===== config.mk =====
export PLATFORM = sky130hd
export DESIGN_NAME = if_id_skid_stage
export DESIGN_NICKNAME = d
export VERILOG_FILES = /design/src/rtl/if_id_skid_stage.sv
export SDC_FILE = /design/constraint.sdc
export NUM_CORES = 1
export LEC_CHECK = 0
export CAP_MARGIN = 20
export CORE_MARGIN = 1
export CORE_UTILIZATION = 49
export CTS_CLUSTER_DIAMETER = 150
export CTS_CLUSTER_SIZE = 8
export DETAILED_ROUTE_END_ITERATION = 10
export GPL_TIMING_DRIVEN = 0
export PLACE_DENSITY = 0.85
export SLEW_MARGIN = 40
export SYNTH_ARGS = -nofsm -noshare
export SYNTH_HDL_FRONTEND = slang
export SYNTH_SLANG_ARGS = --single-unit

===== constraint.sdc =====
create_clock -name clk -period 9.3 [get_ports clk]
set_input_delay 1.86 -clock clk [delete_from_list [all_inputs] [get_ports clk]]
set_output_delay 1.86 -clock clk [all_outputs]
set_load 0.05 [all_outputs]

===== src/rtl/if_id_skid_stage.sv =====
// IF->ID pipeline stage built as a two-entry skid register.
// Fetch and decode handshake with valid/ready. Both ready and valid are
// decoded from registered state only, so no combinational path crosses the
// stage. A flush kills everything held and anything arriving in that cycle.
// While nothing valid is held, decode sees a PC of zero and a NOP.
module if_id_skid_stage #(
    parameter int           N   = 32,
    parameter int           PCW = 2*N,
    parameter logic [N-1:0] NOP = 32'h0000_0013
) (
    input  logic           clk,
    input  logic           rst,
    input  logic           flush,
    input  logic           in_valid,
    output logic           in_ready,
    input  logic [PCW-1:0] pc_next,
    input  logic [N-1:0]   instruction_next,
    output logic           out_valid,
    input  logic           out_ready,
    output logic [PCW-1:0] pc_actual,
    output logic [N-1:0]   instruction_actual,
    output logic [1:0]     occupancy
);

    typedef enum logic [1:0] {
        EMPTY = 2'd0,
        ONE   = 2'd1,
        FULL  = 2'd2
    } state_t;

    // Source selected for the main (output) register on the next edge.
    typedef enum logic [1:0] {
        MAIN_HOLD = 2'd0,
        MAIN_IN   = 2'd1,
        MAIN_SKID = 2'd2,
        MAIN_NOP  = 2'd3
    } main_sel_t;

    state_t         state;
    state_t         state_nxt;
    main_sel_t      main_sel;
    logic           skid_load;
    logic           accept;
    logic           consume;
    logic [PCW-1:0] skid_pc;
    logic [N-1:0]   skid_instr;

    // Occupancy count encoded by each state.
    function automatic logic [1:0] occ_of(input state_t s);
        case (s)
            EMPTY:   occ_of = 2'd0;
            ONE:     occ_of = 2'd1;
            FULL:    occ_of = 2'd2;
            default: occ_of = 2'd0;
        endcase
    endfunction

    // Handshakes use the registered ready/valid, never the partner's signal.
    assign accept  = in_valid & in_ready;
    assign consume = out_valid & out_ready;

    // Next state and data steering; flush overrides every other event.
    always_comb begin
        state_nxt = state;
        main_sel  = MAIN_HOLD;
        skid_load = 1'b0;
        if (flush) begin
            // A same-cycle consume is still delivered; a same-cycle accept is dropped.
            state_nxt = EMPTY;
            main_sel  = MAIN_NOP;
        end else begin
            case (state)
                EMPTY: begin
                    if (accept) begin
                        state_nxt = ONE;
                        main_sel  = MAIN_IN;
                    end
                end
                ONE: begin
                    if (accept && consume) begin
                        main_sel = MAIN_IN;
                    end else if (accept) begin
                        // Decode stalled: park the new beat behind the held one.
                        state_nxt = FULL;
                        skid_load = 1'b1;
                    end else if (consume) begin
                        state_nxt = EMPTY;
                        main_sel  = MAIN_NOP;
                    end
                end
                FULL: begin
                    // in_ready is low here, so only a consume can happen.
                    if (consume) begin
                        state_nxt = ONE;
                        main_sel  = MAIN_SKID;
                    end
                end
                default: begin
                    state_nxt = EMPTY;
                    main_sel  = MAIN_NOP;
                end
            endcase
        end
    end

    // Control FSM with its handshake and occupancy outputs registered from the next state.
    always_ff @(posedge clk or posedge rst) begin
        if (rst) begin
            state     <= EMPTY;
            out_valid <= 1'b0;
            in_ready  <= 1'b1;
            occupancy <= 2'd0;
        end else begin
            state     <= state_nxt;
            out_valid <= (state_nxt != EMPTY);
            in_ready  <= (state_nxt != FULL);
            occupancy <= occ_of(state_nxt);
        end
    end

    // Main register feeds decode and falls back to a PC-0 NOP bubble whenever empty.
    always_ff @(posedge clk or posedge rst) begin
        if (rst) begin
            pc_actual          <= '0;
            instruction_actual <= NOP;
        end else begin
            case (main_sel)
                MAIN_IN: begin
                    pc_actual          <= pc_next;
                    instruction_actual <= instruction_next;
                end
                MAIN_SKID: begin
                    pc_actual          <= skid_pc;
                    instruction_actual <= skid_instr;
                end
                MAIN_NOP: begin
                    pc_actual          <= '0;
                    instruction_actual <= NOP;
                end
                default: begin
                    pc_actual          <= pc_actual;
                    instruction_actual <= instruction_actual;
                end
            endcase
        end
    end

    // Skid register only matters in FULL and never reaches the outputs unpromoted, so it has no reset.
    always_ff @(posedge clk) begin
        if (skid_load) begin
            skid_pc    <= pc_next;
            skid_instr <= instruction_next;
        end
    end

endmodule


==> results.py <==
metrics = {
    "outcome": {
        "status": "finished, final reports clean",
    },
    "sta": {
        "timing.setup.tns_ns": 0,
        "fmax_ghz": 0.243,
        "hold_violations": 0,
        "drv_slew": 0,
        "grt_setup_unrepaired": "no",
        "setup_viol": 0,
        "worst_pin_slew_ns": 0.596,
        "slew_headroom_pct": 60.1,
        "period_share_pct": 44.2,
        "hold_ws_ns": 0.540,
        "worst_clock_skew_ns": 0.00681,
        "period_minus_slack_ns": 4.11,
        "postLayoutSetupSlackWorst_ns": 5.19,
    },
    "grt": {
        "grt_max_degree": 66,
        "grt_pass1_vias": 5193,
        "antenna_found_initial": 0,
        "grt_pass1_wl_um": 26700,
        "grt_overflow_total": 0,
        "grt_usage_pct": 21.9,
    },
    "cts": {
        "clk_pin_slew_worst_paths_ns": 0.07,
        "cts_tree": "yes",
        "ctsHoldBuffers": 0,
        "cts.sinks": 198,
        "cts_buffers": 17,
        "post_cts_resize_count": 0,
        "htree_levels": 4,
        "clk_latency_ns": 0.42,
        "cts_root_buffer": "clkbuf_16",
        "ctsLongestPathBuffers": 2,
        "postCtsSetupBuffers": 0,
    },
    "drt": {
        "wl_um": 16900,
        "num_vias": 4863,
        "first_pass_iters": 4,
        "ant_nets": 0,
        "routedWlPerCell_um": 19.1,
        "drc_errors": 0,
        "drtIter0Drc": 225,
        "via_per_inst": 5.49,
    },
    "synth": {
        "yosysWarnings": 0,
        "synth.area.top_cells": "edfxtp_1 38%, dfrtp_1 32%, mux2i_1 12%, o2bb2ai_1 11%, dfstp_2 1.4%",
        "synth_edf_count": 96,
        "ys_types": 25,
        "avgSynthCellArea_um2": 17.0,
        "ys_dominant_reg_cell": "dfrtp_1",
        "yosys_register_bits": 198,
        "yosysMostFrequentCell": "dfrtp_1",
        "netlist_instances": 450,
        "netlist.top_cell.by_area": "edfxtp_1",
        "syn_nets": 551,
        "synth_top_area_share_pct": 37.7,
        "yosys-top-cells-count": "98 x dfrtp_1, 96 x edfxtp_1, 95 x mux2i_1, 93 x o2bb2ai_1, 12 x buf_2",
        "yosysSeqAreaShare_pct": 71.2,
        "async_flop_share_pct": 51.5,
        "syn_area_um2": 7650,
    },
    "die": {
        "rows": 45,
        "die-height_um": 127,
        "initial_utilization_pct": 50.3,
        "io_pins": 201,
        "coreArea_um2": 15200,
        "die_x_um": 127,
        "dieArea_um2": 16100,
    },
    "power": {
        "total_power_mw": 2.36,
        "p_per_area_nw_per_um2": 222,
        "p_leak_nw": 4.26,
        "ir_drop_mv": 0.146,
    },
    "place": {
        "dp_hpwl_um": 12100,
        "pre_cts_ws_ns": 4.76,
        "place_congestion": 0.770,
        "port-buffer-count": 200,
    },
    "setup_path": {
        "worstSetupEndpointType": "flip-flop",
        "crit_buf_inv": 5,
        "cp_top_family": "buffers and inverters",
        "r2r_setup_slack_ns": 6.62,
        "start_kind": "input pin",
        "critPathSlowestCell": "clkdlybuf4s50_1",
        "crit_fanout": 8,
        "cp_cell_sequence": "clkdlybuf4s50_1 > nand2_1 > nor2_1 > nand2_1 > nor3_2 > buf_2 > buf_2 > buf_4 > buf_2",
        "arrival_ns": 4.23,
        "critPathMostFrequentCell": "buf_2",
        "critical_path_required_ns": 9.42,
        "path_class": "in -> reg",
        "crit_path_max_incr_delay_ns": 0.52,
    },
    "layout": {
        "drive_above_1_share_pct": 12.2,
        "nets": 785,
        "multi_input_area_um2": 1970,
        "seqCellArea_um2": 5440,
        "fill_cells": 994,
        "n_antenna_cell": 0,
        "syn2layout_area_growth_pct": 39.0,
    },
    "run": {
        "cap_viol_max_count": 0,
    },
    "worst_hold_path": {
        "min_path_type": "reg -> reg",
    },
}
[path summary, 6_finish.rpt]
kind                           startpoint                     end  cells past startpoint
setup / recovery                 in_valid             skid_pc[56]                      9
hold / removal             skid_instr[18]  instruction_actual[18]                      2
setup reg to reg                 in_ready             skid_pc[56]                      8
hold reg to reg            skid_instr[18]  instruction_actual[18]                      2
max in group asynchronous             rst                in_ready                      3
min in group asynchronous             rst           pc_actual[18]                      2
[flip-flops by register name, summed over array words and instances, names as in the netlist]
signal and cells:
in_ready 1, instruction_actual 32, occupancy 2, out_valid 1, pc_actual 64, skid_instr 32
skid_pc 64, state 2
[through the flow]
step	std cells	util, %	cell area, um^2
global placement	838	65.0	9880
CTS	885	69.9	10600
floorplan	450	-	7650
detailed placement	853	65.9	10000
global route	885	69.9	10600
finish	885	69.9	10600
[cells in the final DEF, fill, tap and decap left out, drive strengths merged]
master / netlist / final
clkdlybuf4s50: 0 / 200
inv: 3 / 4
o21ba: 2 / 2
nor3: 1 / 1
and2: 1 / 1
o2bb2ai: 93 / 93
dfstp: 4 / 4
edfxtp: 96 / 96
nand2b: 1 / 1
nor2b: 1 / 1
or3: 1 / 1
o22a: 3 / 3
bufinv: 0 / 4
nand3: 3 / 3
or2: 2 / 2
nor2: 1 / 1
buf: 22 / 37
clkinv: 0 / 6
dfrtp: 98 / 98
nand3b: 2 / 2
clkinvlp: 0 / 2
clkbuf: 11 / 30
nand2: 3 / 3
a21oi: 4 / 4
mux2: 3 / 3
mux2i: 95 / 95
[layout make-up]
class	count	area share, %
Sequential cell	198	51.2
Timing Repair Buffer	215	19.9
Multi-Input combinational cell	216	18.5
Clock buffer	19	4.07
Tap cell	188	2.21
Buffer	33	2.19
Clock inverter	13	1.70
Inverter	3	0.177
[power breakdown]
part / internal [mW] / total [mW] / switching (mW)
Clock: 0.450 / 0.758 / 0.308
Sequential: 0.995 / 1.03 / 0.0373
Combinational: 0.213 / 0.569 / 0.356
[cells by family (layout without fill, tap and decap cells)]
kind of cell,after synthesis,count (layout),synth area share [%]
flip-flops,198,198,71.2
buffers and inverters,36,283,3.19
AND/OR/NAND/NOR,16,16,1.26
AO/OA/AOI/OAI,102,102,11.5
multiplexers,98,98,12.9
[worst reg2reg max path, stage by stage, from the launching register on]
cell and delay (ns):
dfstp_2 0.56, nand2_1 0.11, nor2_1 0.18, nand2_1 0.09, nor3_2 0.45, buf_2 0.33, buf_2 0.25, buf_4 0.20
buf_2 0.23
[layer usage]
layer,track usage [%],wire length (um)
met5,0,0
met4,8.82,389
met3,4.89,880
met2,37.1,8590
met1,27.4,7090
(Power assumes the default switching activity.)
==> patch: new RTL, same settings <==
The parameter `N` goes from 32 to 16.
--- a/src/rtl/if_id_skid_stage.sv
+++ b/src/rtl/if_id_skid_stage.sv
@@ -5,5 +5,5 @@
 // While nothing valid is held, decode sees a PC of zero and a NOP.
 module if_id_skid_stage #(
-    parameter int           N   = 32,
+    parameter int           N   = 16,
     parameter int           PCW = 2*N,
     parameter logic [N-1:0] NOP = 32'h0000_0013
Ports: changed (resized instruction_actual, instruction_next, pc_actual and pc_next); port bits go from 201 to 105. The function was not compared with the original's and may differ.
==> patch against the original RTL <==
  * Via count is 41% lower
  * Design area is 44% lower
  * Wire length is 47% lower
  * The flow now finishes with violations (DRC)
  * Sequential cell count is 96 lower
  * Sequential share of layout area is 4.3 points lower
  * Total power is 47% lower
  * Non-clock buffer count is 112 lower
  * Hold slack worse by 0.041 ns
  * Synthesized area is 40% lower
  * Highest routed layer unchanged
  * Worst setup slack better by 0.085 ns
  * Count of clock-buffer cells in the layout is 10 lower
  * Die area is 40% lower
  * Synthesized cell count is 32% lower
==> patch: results (changes against the original RTL) <==
Run status
  • Status: finished with violations
  • Violations in the final reports: DRC

Clock tree
  • Cts bufs inserted: 9 (-8)
  • Clock-pin slew on the worst setup and hold paths: 0.09 ns (+0.02 ns)

GRT
  • Largest net degree at the start of global routing: 33 (-50%)
  • Wire length of the first global-routing pass: 14900 µm (-44%)
  • Global-route total usage across every layer: 0.199 (-0.0201)
  • Vias in the first global route: 2925 (-44%)

Placed design
  • HPWL reported at the end of detailed placement: 6660 µm (-45%)
  • Weighted congestion reported at the end of routability-driven placement: 0.804 (+4.4%)
  • Number of buffer cells added on primary ports: 103 (-49%)

Synth
  • Post-synth cell types: 34 (+36%)
  • Sequential-to-total area share from yosys stat: 0.615 (-0.0969)
  • Top post-synthesis cells by area: sky130_fd_sc_hd__edfxtp_1, sky130_fd_sc_hd__dfrtp_1, sky130_fd_sc_hd__nor2_4, sky130_fd_sc_hd__a21oi_2, sky130_fd_sc_hd__a22oi_1
  • Number of synthesized flops with an enable pin: 48 (-50%)

Drt
  • Number of vias per cell after detailed routing: 5.30 (-3.5%)
  • Wire length per cell: 16.5 µm (-14%)
  • DRC violations left: 7 (+7)

Timing
  • Setup clock skew after layout: 0.0155 ns (+0.00874 ns)

Cells and area
  • Number of nets in the layout: 482 (-39%)
  • Layout cells sized above 1: 0.339 (+0.217)

Setup path
  • Worst stage delay on the critical path: 0.47 ns (-0.05 ns)
  • Maximum net fanout on the critical path: 6 (-2)
  • Startpoint of the worst setup timing path: out_ready
  • Arrival @ worst endpoint: 4.07 ns (-0.16 ns)

Pwr
  • Combinational share of power: 0.349 (+0.108)
  • Internal Power: 0.000786 W (-53%)
  • Max VDD drop: 0.106 mV (-27%)
  • Static power due to leakage: 2.21 nW (-48%)
-- patch: changes by cell type in the layout (fill, tap and decap cells not counted), moves of 8 or more --
| cell | change |
|---|---|
| sky130_fd_sc_hd__nor2_4 | +43 |
| sky130_fd_sc_hd__mux2i_1 | -95 |
| sky130_fd_sc_hd__a22oi_1 | +45 |
| sky130_fd_sc_hd__edfxtp_1 | -48 |
| sky130_fd_sc_hd__clkbuf_16 | -17 |
| sky130_fd_sc_hd__clkdlybuf4s50_1 | -97 |
| sky130_fd_sc_hd__a21oi_2 | +44 |
| sky130_fd_sc_hd__o2bb2ai_1 | -93 |
| sky130_fd_sc_hd__dfrtp_1 | -48 |
| sky130_fd_sc_hd__buf_4 | -8 |
| sky130_fd_sc_hd__clkbuf_8 | +9 |
-- patch: layer usage --
layer  up-vias  routed length, µm  part of all wire  GRT usage
li1       1363                  -                 -          -
met1      1417               3910              0.44      0.275
met2        86               4570              0.51      0.328
met3         7                377             0.042     0.0315
met4         0                 89            0.0099     0.0563
met5         -                  0                 0          0
-- patch: per-stage QoR --
stage	total power (W)	cell area (µm²)	utilization	cells	hold slack, ns
after floorplan	0.000873	4550	-	304	0.516
after global placement	0.00101	5720	0.646	515	0.475
after detailed placement	0.00102	5800	0.655	526	0.480
after CTS	0.00127	5970	0.675	542	0.495
after global routing	0.00131	5970	0.675	542	0.507
final	0.00125	5970	0.675	542	0.499
-- patch: cell type report --
| cell class | count | area [µm²] |
|---|---|---|
| fill | 663 | 2880 |
| buffer | 22 | 215 |
| clock buffer | 9 | 124 |
| sequential | 102 | 2800 |
| clock inverter | 7 | 46.3 |
| inverter | 9 | 36.3 |
| timing repair buffer | 114 | 1100 |
| multi-input combinational | 171 | 1510 |
| tap | 108 | 135 |
-- patch: path summary, 6_finish.rpt --
kind | slack [ns] | endpoint | cells past startpoint
worst max-delay path | 5.28 | skid_instr[14]$_DFFE_PP_ | 8
worst min-delay path | 0.50 | instruction_actual[4]$_DFFE_PP1P_ | 2
worst max register to register | 6.75 | skid_instr[14]$_DFFE_PP_ | 7
worst min register to register | 0.50 | instruction_actual[4]$_DFFE_PP1P_ | 2
max in group asynchronous | 6.95 | instruction_actual[0]$_DFFE_PP1P_ | 3
min in group asynchronous | 1.81 | instruction_actual[9]$_DFFE_PP0P_ | 2
-- patch: cell families (layout without fill, tap and decap cells) --
kind of cell / Yosys count / after routing / share of synthesized area
compound gates: 103 / 103 / 0.190
buf+inv: 31 / 161 / 0.0547
flops: 102 / 102 / 0.615
mux: 1 / 1 / 0.00247
simple gates: 67 / 67 / 0.138
